[src/rtl/tc_event_monitor.sv]
// tc_event_monitor
//   Watches a counter's terminal-count flag and value. Rising edges of tc_in
//   (while enabled) advance an auto-reload event counter that raises a sticky
//   interrupt every `thresh` events. Capture strobes snapshot y_in into a
//   first-word-fall-through FIFO drained through a valid/ready handshake.
//
// Ports
//   clk, rst      rising-edge clock, synchronous active-high reset
//   en            gates event detection and capture
//   tc_in, y_in   monitored terminal-count flag and counter value
//   thresh        events per interrupt (0 = free-run, no interrupt)
//   irq_clr       clears irq (a simultaneous threshold hit wins)
//   cap           push y_in into the snapshot FIFO
//   snap_ready    consumer ready; a pop occurs on snap_valid & snap_ready
//   snap_valid    FIFO non-empty
//   snap_data     FIFO head, zero when empty
//   fifo_cnt      number of entries held
//   evt_cnt       event counter
//   irq/ovf/drop  sticky interrupt / counter wrapped / capture lost
module tc_event_monitor #(
  parameter int CNT_W      = 4,
  parameter int EVT_W      = 8,
  parameter int FIFO_DEPTH = 4
) (
  input  logic                          clk,
  input  logic                          rst,
  input  logic                          en,
  input  logic                          tc_in,
  input  logic [CNT_W-1:0]              y_in,
  input  logic [EVT_W-1:0]              thresh,
  input  logic                          irq_clr,
  input  logic                          cap,
  input  logic                          snap_ready,
  output logic                          snap_valid,
  output logic [CNT_W-1:0]              snap_data,
  output logic [$clog2(FIFO_DEPTH):0]   fifo_cnt,
  output logic [EVT_W-1:0]              evt_cnt,
  output logic                          irq,
  output logic                          ovf,
  output logic                          drop
);

  localparam int AW = $clog2(FIFO_DEPTH);
  localparam int CW = AW + 1;

  logic             r_tc_q;
  logic [EVT_W-1:0] r_evt_cnt;
  logic             r_irq;
  logic             r_ovf;
  logic             r_drop;

  logic [CNT_W-1:0] r_mem [FIFO_DEPTH];
  logic [AW-1:0]    r_wr_ptr;
  logic [AW-1:0]    r_rd_ptr;
  logic [CW-1:0]    r_cnt;

  logic             w_rise;
  logic [EVT_W:0]   w_evt_inc;
  logic             w_hit;
  logic             w_empty;
  logic             w_full;
  logic             w_push_req;
  logic             w_push;
  logic             w_pop;

  always_comb begin
    w_rise     = en & tc_in & ~r_tc_q;
    // Extra carry bit exposes the wrap; thresh can never equal 2^EVT_W.
    w_evt_inc  = {1'b0, r_evt_cnt} + {{EVT_W{1'b0}}, 1'b1};
    w_hit      = (thresh != '0) && (w_evt_inc == {1'b0, thresh});
    w_empty    = (r_cnt == '0);
    w_full     = (r_cnt == CW'(FIFO_DEPTH));
    w_push_req = en & cap;
    w_pop      = ~w_empty & snap_ready;
    // A full FIFO still accepts when the head leaves in the same cycle.
    w_push     = w_push_req & (~w_full | w_pop);
  end

  always_ff @(posedge clk) begin
    if (rst) begin
      r_tc_q    <= 1'b1;
      r_evt_cnt <= '0;
      r_irq     <= 1'b0;
      r_ovf     <= 1'b0;
      r_drop    <= 1'b0;
      r_wr_ptr  <= '0;
      r_rd_ptr  <= '0;
      r_cnt     <= '0;
    end else begin
      r_tc_q <= tc_in;

      if (w_rise && w_hit) begin
        r_evt_cnt <= '0;
        r_irq     <= 1'b1;
      end else begin
        if (w_rise) begin
          r_evt_cnt <= w_evt_inc[EVT_W-1:0];
          if (w_evt_inc[EVT_W]) r_ovf <= 1'b1;
        end
        if (irq_clr) r_irq <= 1'b0;
      end

      if (w_push_req && !w_push) r_drop <= 1'b1;

      if (w_push) begin
        r_mem[r_wr_ptr] <= y_in;
        r_wr_ptr        <= r_wr_ptr + AW'(1);
      end
      if (w_pop) r_rd_ptr <= r_rd_ptr + AW'(1);

      case ({w_push, w_pop})
        2'b10:   r_cnt <= r_cnt + CW'(1);
        2'b01:   r_cnt <= r_cnt - CW'(1);
        default: r_cnt <= r_cnt;
      endcase
    end
  end

  assign snap_valid = ~w_empty;
  assign snap_data  = w_empty ? '0 : r_mem[r_rd_ptr];
  assign fifo_cnt   = r_cnt;
  assign evt_cnt    = r_evt_cnt;
  assign irq        = r_irq;
  assign ovf        = r_ovf;
  assign drop       = r_drop;

endmodule

[config.mk]
export PLATFORM = sky130hd
export DESIGN_NAME = tc_event_monitor
export DESIGN_NICKNAME = d
export VERILOG_FILES = /design/src/rtl/tc_event_monitor.sv
export SDC_FILE = /design/constraint.sdc
export NUM_CORES = 1
export LEC_CHECK = 0
export CORE_MARGIN = 1
export CORE_UTILIZATION = 50
export DETAILED_ROUTE_END_ITERATION = 7
export GPL_TIMING_DRIVEN = 1
export PLACE_DENSITY = 0.76
export SLEW_MARGIN = 10
export SYNTH_ARGS = -nofsm -noshare
export SYNTH_HDL_FRONTEND = slang
export SYNTH_SLANG_ARGS = --single-unit
[constraint.sdc]
create_clock -name clk -period 2.3 [get_ports clk]
set_input_delay 0.46 -clock clk [delete_from_list [all_inputs] [get_ports clk]]
set_output_delay 0.46 -clock clk [all_outputs]
set_load 0.005 [all_outputs]
Yosys cells after proc, flatten, opt, wreduce, memory -nomap -nowiden
Memories as Yosys holds them, arrays and structs flattened. A register that Yosys moved wholly into a read port is not among the register bits. Cells that the tools add are included. Widths: inputs -> output; s select.

Flip-flop bits (word level): 19. Memory bits (writable): 16. Bits of input ports: 19. Output and inout port bits: 19. Logic and storage cells: 47. Memories kept: 1.

Memory list: r_mem (words 4, width 4, read ports 1, clocked after memory_dff 1, write ports 1, RTL line 52) `logic [CNT_W-1:0] r_mem [FIFO_DEPTH];`.

Add/sub/neg operators: 5. Eq/ne operators: 4. Muxes and demuxes: 9. Bitwise logic cells: 10. Reduce and logical (&&, ||, !) cells: 10.

Operators with widths (count): $add 8x1->9 const B (1); $eq 9x8->1 (1); $reduce_bool 8->1 (1); $pmux 3 s2 (1); $and 1x1->1 (5); $mux 1 (5); $add 2x1->2 const B (2); $mux 2 (2); $mux 4 (1); $not 1->1 (4); $reduce_bool 2->1 (2); $add 3x1->3 const B (1); $eq 3x3->1 const B (1); $logic_and 1x1->1 (3); $logic_not 3->1 (1); $reduce_and 3->1 (1); $sub 3x1->3 const B (1); $eq 2x1->1 const B (1); $eq 2x2->1 const B (1); $reduce_or 2->1 (1); $logic_not 1->1 (1); $or 1x1->1 (1).

Logic depth before layout (Yosys ltp)
Gate-level depths: netlist (run 1).

Word-level depth: 8. Gate-level depth with buffers: 8.

Worst setup path after synthesis (run 1)
OpenSTA, ideal clock, no wires.

Kind: reg-to-reg. Start: register r_cnt[0] (netlist: fifo_cnt[0]). End: register r_cnt[2] (netlist: fifo_cnt[2]). Arrival time: 1.973 ns. Data required time: 2.172 ns. Path slack: 0.199 ns. Stages on the path, launching flop included: 8. Path buffers: 1. Path through: dfxtp_1 -> or3_1 -> clkbuf_1 -> nand3_1 -> fa_1 -> or3_1 -> a311oi_1 -> nor2_1.

Cells in the longest elaborated chain, start to end: 7. Elaborated cells between the ends (all ways): 13. Those cells by class: 2 x add/sub; 3 x eq/ne; 1 x mux; 5 x bitwise; 2 x reduce/logical.

Ends and longest elaborated chain: from (decl) (RTL line 55) `logic [CW-1:0] r_cnt;`; from (signal assigned) (RTL line 112) `2'b10: r_cnt <= r_cnt + CW'(1);`; from (signal assigned) (RTL line 113) `2'b01: r_cnt <= r_cnt - CW'(1);`; from (signal assigned) (RTL line 114) `default: r_cnt <= r_cnt;`; $logic_not 3->1 (*) (RTL line 71) `w_empty = (r_cnt == '0);`; $not 1->1 (*); net snap_valid (RTL line 34) `output logic snap_valid,`; $and 1x1->1 (*) (RTL line 74) `w_pop = ~w_empty & snap_ready;`; $or 1x1->1 (RTL line 76) `w_push = w_push_req & (~w_full | w_pop);`; $and 1x1->1 (RTL line 76); $eq 2x1->1 / $eq 2x2->1 (equally long branches) (RTL line 111) `case ({w_push, w_pop})`; $pmux 3 s2 / $reduce_bool 2->1 (equally long branches).

Mark *: on every way through the listed nets, which the timed path passes. The rest lies on a longest branch. A chain may end at the register's enable or synchronous reset.

==> report_table.html, run 1 <==
<table>
<tr><th>Metric</th><th>Value</th></tr>
<tr><th colspan="2">Power and ir drop</th></tr>
<tr><td>Power per cell area</td><td>813 nW/um^2</td></tr>
<tr><td>Post-layout power</td><td>approximately 2000 uW</td></tr>
<tr><td>Peak supply drop</td><td>between 0.0006 and 0.0007 V</td></tr>
<tr><td>Leakage power total</td><td>0.000883 uW</td></tr>
<tr><th colspan="2">Worst setup path</th></tr>
<tr><td>Worst Path Arrival</td><td>1.75 ns</td></tr>
<tr><td>Worst EP required</td><td>1.84 ns</td></tr>
<tr><td>Worst Setup End Kind</td><td>output pin</td></tr>
<tr><td>Type of the worst setup path</td><td>register to output pin</td></tr>
<tr><td>Maximum fanout along the worst path</td><td>4</td></tr>
<tr><td>Worst flop-to-flop path startpoint</td><td>evt_cnt[0]</td></tr>
<tr><td>Critical path launch point type</td><td>register</td></tr>
<tr><th colspan="2">Routing</th></tr>
<tr><td>Number of vias in the routed layout</td><td>approximately 1400</td></tr>
<tr><td>Detailed-route vias per instance</td><td>~5.4</td></tr>
<tr><td>Detail Route Antenna Nets</td><td>0</td></tr>
<tr><td>Iteration count of the initial detailed-routing pass</td><td>4</td></tr>
<tr><td>WL/cell</td><td>15.2 um</td></tr>
<tr><td>DRT iter0 DRCs</td><td>between 60 and 70</td></tr>
<tr><td>Total routed wirelength</td><td>around 4000 um</td></tr>
<tr><td>Detailed-route DRC error count</td><td>0</td></tr>
<tr><th colspan="2">Finish</th></tr>
<tr><td>Layout overhead on the synthesized area</td><td>34.5%</td></tr>
<tr><td>Final core utilization</td><td>0.716</td></tr>
<tr><td>Antenna diode count</td><td>0</td></tr>
<tr><td>Sequential cell area</td><td>~900 um^2</td></tr>
<tr><td>Area occupied by multi-input gates</td><td>866 um^2</td></tr>
<tr><td>Fraction of layout instances using a drive strength above 1</td><td>0.159</td></tr>
<tr><td>Final-stage net count</td><td>about 240</td></tr>
<tr><td>Fin cells</td><td>260</td></tr>
<tr><td>Post-Layout Inst Area</td><td>2430 um^2</td></tr>
<tr><td>Fillers</td><td>between 200 and 300</td></tr>
<tr><th colspan="2">Floorplanning</th></tr>
<tr><td>Die W</td><td>62.1 um</td></tr>
<tr><td>Std-Cell Core Area</td><td>about 3400 um^2</td></tr>
<tr><td>Placement Rows</td><td>21</td></tr>
<tr><td>Die H</td><td>slightly above 60 um</td></tr>
<tr><td>Effective utilization at floorplan</td><td>0.532</td></tr>
<tr><td># IOs</td><td>38</td></tr>
<tr><td>Area of the die</td><td>around 3900 um^2</td></tr>
<tr><th colspan="2">Timing</th></tr>
<tr><td>Unrepaired setup endpoints after global routing</td><td>false</td></tr>
<tr><td>Final Max Tran Viols</td><td>0</td></tr>
<tr><td>Worst-case setup margin in the final layout</td><td>about 0.09 ns</td></tr>
<tr><td>Upper clock frequency limit</td><td>around 0.45 GHz</td></tr>
<tr><td>Worst Tran Pin Value</td><td>approximately 0.40 ns</td></tr>
<tr><td>Number of endpoints with negative hold slack in the final report</td><td>0</td></tr>
<tr><td>Number of endpoints failing setup at the final stage</td><td>0</td></tr>
<tr><td>Minimum clock period</td><td>about 2.2 ns</td></tr>
<tr><td>Share of the clock period used by the worst path after layout</td><td>0.961</td></tr>
<tr><td>Clock Skew</td><td>0.0137 ns</td></tr>
<tr><td>Worst slew margin relative to its limit</td><td>0.731</td></tr>
<tr><th colspan="2">Clocking</th></tr>
<tr><td>Source-to-sink clock delay at the later pin of the worst-skew pair</td><td>0.35 ns</td></tr>
<tr><td>TritonCTS clock tree</td><td>done</td></tr>
<tr><td>Cts bufs inserted</td><td>5</td></tr>
<tr><td>Clock Path Buffers</td><td>2</td></tr>
<tr><td>CTS Root Buffer Type</td><td>sky130_fd_sc_hd__clkbuf_4</td></tr>
<tr><td>CTS H-tree lvls</td><td>2</td></tr>
<tr><td>CTS sink cnt</td><td>37</td></tr>
<tr><td>Clk pin slew, worst setup/hold paths</td><td>0.12 ns</td></tr>
<tr><th colspan="2">Synthesis</th></tr>
<tr><td>Synth unique cells</td><td>41</td></tr>
<tr><td>Number of enable-type register cells in the synthesized netlist</td><td>16</td></tr>
<tr><td>Mean area per synthesized cell</td><td>approximately 11 um^2</td></tr>
<tr><td>Net count after synthesis</td><td>around 190</td></tr>
<tr><td>Post-synthesis instance area</td><td>about 1800 um^2</td></tr>
<tr><td>Gate count after technology mapping</td><td>161</td></tr>
<tr><td>Number of synthesis warnings</td><td>0</td></tr>
<tr><td>Async set-or-reset flop fraction in the synthesized netlist</td><td>0</td></tr>
<tr><td>Seq cells post-synth</td><td>37</td></tr>
<tr><td>Prevailing post-synth register cell</td><td>sky130_fd_sc_hd__dfxtp_1</td></tr>
<tr><td>Part of the Yosys area used for sequential elements</td><td>0.499</td></tr>
<tr><th colspan="2">Global routing</th></tr>
<tr><td>Vias in the first global route</td><td>between 1000 and 1500</td></tr>
<tr><td>GR Overflow Total</td><td>0</td></tr>
<tr><td>Global-route usage over all layers</td><td>0.225</td></tr>
<tr><td>Largest net degree at the start of global routing</td><td>22</td></tr>
<tr><td>Antenna violations before repair</td><td>0</td></tr>
<tr><td>First-pass GRT wire length</td><td>approximately 6100 um</td></tr>
<tr><th colspan="2">Placement</th></tr>
<tr><td>Post-DP HPWL</td><td>slightly below 3000 um</td></tr>
<tr><td>Placed Cells incl. Taps</td><td>between 200 and 250</td></tr>
<tr><td>RD Place Congestion</td><td>between 0.8 and 0.9</td></tr>
<tr><td>Post-place setup slack</td><td>-0.0859 ns</td></tr>
<tr><td>Placement-stage cell area</td><td>2290 um^2</td></tr>
<tr><td>PortBufs</td><td>37</td></tr>
<tr><th colspan="2">Worst hold path</th></tr>
<tr><td>Path category of the worst min-delay check</td><td>register to register</td></tr>
<tr><td>Min-delay src</td><td>irq</td></tr>
<tr><th colspan="2">Job</th></tr>
<tr><td>Maximum capacitance violations</td><td>0</td></tr>
<tr><th colspan="2">Run status</th></tr>
<tr><td>Run status</td><td>finished clean</td></tr>
</table>
## synthesized netlist by cell type, drive strengths merged (2+ instances only)
library cell / n / area [um^2]
nand4b: 2 / 17.5
nand2: 6 / 22.5
xor2: 11 / 96.3
and2: 10 / 63.8
inv: 5 / 18.8
o21a: 2 / 15.0
nor4: 2 / 12.5
mux4: 4 / 90.1
a211oi: 2 / 15.0
edfxtp: 16 / 480
o21ai: 3 / 15.0
nand3: 6 / 35.0
nand4: 3 / 18.8
nor3: 11 / 55.1
a21oi: 2 / 10.0
clkbuf: 5 / 20.0
or3: 4 / 30.0
a311oi: 2 / 17.5
dfxtp: 21 / 420
xnor2: 10 / 87.6
nor2: 14 / 52.6
ha: 5 / 62.6
## worst max-delay path, stage by stage, from the launching register on
cell                            delay, ns
sky130_fd_sc_hd__dfxtp_4             0.38
sky130_fd_sc_hd__buf_4               0.11
sky130_fd_sc_hd__mux4_2              0.47
sky130_fd_sc_hd__and2_1              0.17
sky130_fd_sc_hd__dlygate4sd2_1       0.27
## report_power, final
| part | internal [uW] | total, uW | switching, uW |
|---|---|---|---|
| Combinational | 364 | 611 | 247 |
| Clock | 336 | 556 | 220 |
| Sequential | 745 | 806 | 61.2 |
| Total | 1450 | 1970 | 528 |
## path summary, 6_finish.rpt
| path | end | slack [ns] | cells after the start |
|---|---|---|---|
| max | snap_data[3] | 0.09 | 4 |
| max reg2reg | evt_cnt[2] | 0.17 | 7 |
| min | irq | 0.50 | 2 |
| min reg2reg | irq | 0.50 | 2 |
## layer usage
metal  GRT usage  vias up  share of wire
li1            -      688              -
met3      0.0580        8          0.046
met5           0        -              0
met4      0.0825        0          0.017
met1       0.287      680           0.43
met2       0.368       38           0.50
## timing repair
| action | CTS | global route |
|---|---|---|
| hold buffers | 0 | 0 |
| buffers inserted | 2 | 1 |
| setup endpoints to repair | 4 | 2 |
| gates resized for setup | 5 | 2 |
## layout make-up
class,instances,area share
clock buffers,5,0.0155
repair buffers,51,0.197
well taps,46,0.0237
multi-input cells,113,0.357
flip-flops and latches,37,0.373
clock inverters,3,0.0268
inverters,5,0.00773
## cell families after synthesis
logic type      share of synthesized area
flops                               0.499
xor+xnor                            0.102
compound gates                     0.0784
simple gates                        0.196
buf+inv                            0.0236
fa+ha+maj                          0.0458
mux                                0.0555
## sequential cells by signal, summed over array words and instances, names as in the netlist, named ones only
signal and flops:
drop 1, r_mem 16, r_wr_ptr 2, irq 1, fifo_cnt 3, r_tc_q 1
r_rd_ptr 2, ovf 1, evt_cnt 8
## layout by cell type (no fill, tap or decap), types with 4 or more instances in the layout
| cell type | count |
|---|---|
| sky130_fd_sc_hd__nor3_1 | 11 |
| sky130_fd_sc_hd__xor2_1 | 11 |
| sky130_fd_sc_hd__and2_1 | 9 |
| sky130_fd_sc_hd__inv_1 | 5 |
| sky130_fd_sc_hd__nand2_1 | 6 |
| sky130_fd_sc_hd__nand3_1 | 5 |
| sky130_fd_sc_hd__clkdlybuf4s50_1 | 33 |
| sky130_fd_sc_hd__xnor2_1 | 10 |
| sky130_fd_sc_hd__ha_1 | 5 |
| sky130_fd_sc_hd__mux4_2 | 4 |
| sky130_fd_sc_hd__nor2_1 | 14 |
| sky130_fd_sc_hd__buf_4 | 14 |
| sky130_fd_sc_hd__clkbuf_4 | 5 |
| sky130_fd_sc_hd__dfxtp_1 | 20 |
| sky130_fd_sc_hd__edfxtp_1 | 16 |
## per-stage QoR
step	TNS, ns	hold slack [ns]
3_5_place_dp	-0.684	0.459
3_3_place_gp	0	0.457
2_1_floorplan	0	0.461
5_1_grt	0	0.535
6_report	0	0.497
4_1_cts	0	0.501
Note: power is estimated with default switching activity, not from simulation.
==> inputs of run 2 (changes only) <==
--- a/config.mk
+++ b/config.mk
@@ -5,11 +5,11 @@
 export SDC_FILE = /design/constraint.sdc
 export NUM_CORES = 1
 export LEC_CHECK = 0
-export CORE_MARGIN = 1
-export CORE_UTILIZATION = 50
+export CORE_UTILIZATION = 54
 export DETAILED_ROUTE_END_ITERATION = 7
+export GPL_ROUTABILITY_DRIVEN = 0
 export GPL_TIMING_DRIVEN = 1
-export PLACE_DENSITY = 0.76
+export PLACE_DENSITY = 0.81
 export SLEW_MARGIN = 10
 export SYNTH_ARGS = -nofsm -noshare
 export SYNTH_HDL_FRONTEND = slang
==> constraint.sdc (replaced) <==
create_clock -name clk -period 2.7 [get_ports clk]
set_input_delay 0.54 -clock clk [delete_from_list [all_inputs] [get_ports clk]]
set_output_delay 0.54 -clock clk [all_outputs]
set_load 0.005 [all_outputs]
==> run 2 against run 1 <==
- first-iteration DRC count fell by 19%
- cell count fell by 4.2%
- clock skew fell by 0.0049 ns
- sequential power fell by 15%
- critical path depth fell by 1
- highest routed layer unchanged
- worst hold slack barely moved
- total power fell by 21%
- largest power group unchanged
- worst setup slack improved by 0.098 ns
- routed wire length fell by 5.9%
- clock power fell by 27%
- count of clock-buffer cells in the layout rose by 1
- largest cell class unchanged
==> report_table.html, run 2 (synthesis results as in run 1) <==
<table>
<tr><th>Metric</th><th>Value</th></tr>
<tr><th colspan="2">Routing</th></tr>
<tr><td>Routed met3 length</td><td>roughly 160 um</td></tr>
<tr><td>Detailed-route vias per instance</td><td>between 5 and 6</td></tr>
<tr><td>DRT iter0 DRCs</td><td>56</td></tr>
<tr><td>Iteration count of the initial detailed-routing pass</td><td>4</td></tr>
<tr><td>WL/cell</td><td>~15 um</td></tr>
<tr><td>Top layer reached by signal wires</td><td>met4</td></tr>
<tr><td>Number of vias in the routed layout</td><td>roughly 1400</td></tr>
<tr><td>Routed met1 length</td><td>~1500 um</td></tr>
<tr><td>Met2 routed WL</td><td>1950 um</td></tr>
<tr><td>Detail Route Antenna Nets</td><td>0</td></tr>
<tr><td>Detailed-route DRC error count</td><td>0</td></tr>
<tr><td>Total routed wirelength</td><td>roughly 3700 um</td></tr>
<tr><th colspan="2">Worst setup path</th></tr>
<tr><td>Worst EP required</td><td>~2.2 ns</td></tr>
<tr><td>Worst Path Arrival</td><td>between 1.5 and 2 ns</td></tr>
<tr><td>Maximum fanout along the worst path</td><td>4</td></tr>
<tr><td>Type of the worst setup path</td><td>register to output pin</td></tr>
<tr><td>Critical path launch point type</td><td>register</td></tr>
<tr><td>Worst Setup End Kind</td><td>output pin</td></tr>
<tr><td>Worst-case register-to-register setup slack</td><td>roughly 0.37 ns</td></tr>
<tr><th colspan="2">Floorplanning</th></tr>
<tr><td>Area of the die</td><td>around 3600 um^2</td></tr>
<tr><td># IOs</td><td>38</td></tr>
<tr><td>Std-Cell Core Area</td><td>3100 um^2</td></tr>
<tr><td>Die H</td><td>about 60 um</td></tr>
<tr><td>Placement Rows</td><td>20</td></tr>
<tr><td>Effective utilization at floorplan</td><td>0.581</td></tr>
<tr><td>Die W</td><td>around 60 um</td></tr>
<tr><th colspan="2">Finish</th></tr>
<tr><td>Post-Layout Inst Area</td><td>between 2000 and 2500 um^2</td></tr>
<tr><td>Most common cell after layout, fill and taps aside</td><td>sky130_fd_sc_hd__clkdlybuf4s50_1</td></tr>
<tr><td>Fraction of layout instances using a drive strength above 1</td><td>0.112</td></tr>
<tr><td>Antenna diode count</td><td>0</td></tr>
<tr><td>Layout overhead on the synthesized area</td><td>29.3%</td></tr>
<tr><td>Final-stage net count</td><td>roughly 230</td></tr>
<tr><td>Largest register FFs</td><td>16</td></tr>
<tr><td>Largest Register</td><td>r_mem</td></tr>
<tr><td>Highest-count cells in the layout ignoring fill and taps</td><td>37 x sky130_fd_sc_hd__clkdlybuf4s50_1, 21 x sky130_fd_sc_hd__dfxtp_1, 16 x sky130_fd_sc_hd__edfxtp_1</td></tr>
<tr><th colspan="2">Clocking</th></tr>
<tr><td>Quantity of hold-fixing buffers added after cts</td><td>0</td></tr>
<tr><td>Source-to-sink clock delay at the later pin of the worst-skew pair</td><td>between 0.3 and 0.4 ns</td></tr>
<tr><td>TritonCTS clock tree</td><td>done</td></tr>
<tr><td>CTS sink cnt</td><td>37</td></tr>
<tr><td>Clk pin slew, worst setup/hold paths</td><td>0.11 ns</td></tr>
<tr><td>Clock Path Buffers</td><td>2</td></tr>
<tr><td>Post-CTS setup-driven buffer insertion count</td><td>0</td></tr>
<tr><td>CTS H-tree lvls</td><td>2</td></tr>
<tr><td>CTS Root Buffer Type</td><td>sky130_fd_sc_hd__clkbuf_4</td></tr>
<tr><td>Post-cts repair resize count</td><td>0</td></tr>
<tr><td>Cts bufs inserted</td><td>5</td></tr>
<tr><th colspan="2">Timing</th></tr>
<tr><td>Worst Tran Pin Value</td><td>0.601 ns</td></tr>
<tr><td>Number of endpoints with negative hold slack in the final report</td><td>0</td></tr>
<tr><td>Upper clock frequency limit</td><td>slightly below 0.4 GHz</td></tr>
<tr><td>Minimum clock period</td><td>2.51 ns</td></tr>
<tr><td>Share of the clock period used by the worst path after layout</td><td>0.931</td></tr>
<tr><td>Worst-case setup margin in the final layout</td><td>~0.19 ns</td></tr>
<tr><td>Number of endpoints failing setup at the final stage</td><td>0</td></tr>
<tr><td>Unrepaired setup endpoints after global routing</td><td>false</td></tr>
<tr><td>Worst slew margin relative to its limit</td><td>0.599</td></tr>
<tr><td>Clock Skew</td><td>approximately 0.0088 ns</td></tr>
<tr><td>Total negative slack for setup checks</td><td>0 ns</td></tr>
<tr><td>Final Max Tran Viols</td><td>0</td></tr>
<tr><th colspan="2">Power and ir drop</th></tr>
<tr><td>Leakage power total</td><td>just under 0.0008 uW</td></tr>
<tr><td>Power per cell area</td><td>672 nW/um^2</td></tr>
<tr><td>Peak supply drop</td><td>~0.00044 V</td></tr>
<tr><th colspan="2">Placement</th></tr>
<tr><td>PortBufs</td><td>37</td></tr>
<tr><td>Post-DP HPWL</td><td>just under 3000 um</td></tr>
<tr><td>Post-place setup slack</td><td>between 0.15 and 0.2 ns</td></tr>
<tr><td>Placement-stage cell area</td><td>roughly 2200 um^2</td></tr>
<tr><th colspan="2">Worst hold path</th></tr>
<tr><td>Path category of the worst min-delay check</td><td>register to register</td></tr>
<tr><th colspan="2">Global routing</th></tr>
<tr><td>Vias in the first global route</td><td>around 1400</td></tr>
<tr><td>Antenna violations before repair</td><td>0</td></tr>
<tr><td>Largest net degree at the start of global routing</td><td>22</td></tr>
<tr><td>Global-route usage over all layers</td><td>0.242</td></tr>
<tr><td>GR Overflow Total</td><td>0</td></tr>
<tr><td>First-pass GRT wire length</td><td>between 6000 and 7000 um</td></tr>
<tr><th colspan="2">Run status</th></tr>
<tr><td>Run status</td><td>finished clean</td></tr>
<tr><th colspan="2">Job</th></tr>
<tr><td>Maximum capacitance violations</td><td>0</td></tr>
</table>
-- run 2: changes by cell type in the layout (fill, tap and decap cells not counted), sizes merged --
cell / change
buf: -9
clkinvlp: +1
bufinv: -1
dlymetal6s2s: -2
clkbuf: +1
clkdlybuf4s50: +4
clkinv: -1
dlygate4sd2: -2
-- run 2: final timing paths --
path	start	endpoint	depth (start not counted)
worst max-delay path	register	snap_data[3]	3
worst min-delay path	ovf	ovf	2
worst max register to register	evt_cnt[0]	evt_cnt[0]	6
worst min register to register	ovf	ovf	2
-- run 2: worst max-delay path, cell delays in order (launching register included) --
cell and delay (ns):
sky130_fd_sc_hd__dfxtp_1 0.49, sky130_fd_sc_hd__mux4_2 0.54, sky130_fd_sc_hd__and2_1 0.17, sky130_fd_sc_hd__clkdlybuf4s50_1 0.44
-- run 2: routing by layer --
layer  vias up  global-route usage
li1        671                   -
met1       639               0.280
met2        46               0.430
met3         9              0.0563
met4         0              0.0930
met5         -                   0
-- run 2: stage by stage --
stage | util | power (uW) | std cells | hold WS, ns
2_1_floorplan | - | 955 | 161 | 0.461
3_3_place_gp | 0.723 | 1150 | 241 | 0.457
3_5_place_dp | 0.723 | 1180 | 241 | 0.464
4_1_cts | 0.752 | 1580 | 249 | 0.501
5_1_grt | 0.752 | 1660 | 249 | 0.529
6_report | 0.752 | 1570 | 249 | 0.497
-- run 2: cell type report --
| type | instances | area, um^2 |
|---|---|---|
| clock buffers | 6 | 51.3 |
| clock inverters | 2 | 37.5 |
| fillers | 250 | 771 |
| inverters | 5 | 18.8 |
| multi-input cells | 113 | 861 |
| flip-flops and latches | 37 | 901 |
| well taps | 44 | 55.1 |
| repair buffers | 42 | 408 |
-- run 2: where the power goes --
part / internal [uW] / switching (uW) / total (uW)
Clock: 220 / 184 / 404
Combinational: 285 / 194 / 479
Sequential: 630 / 55.0 / 685
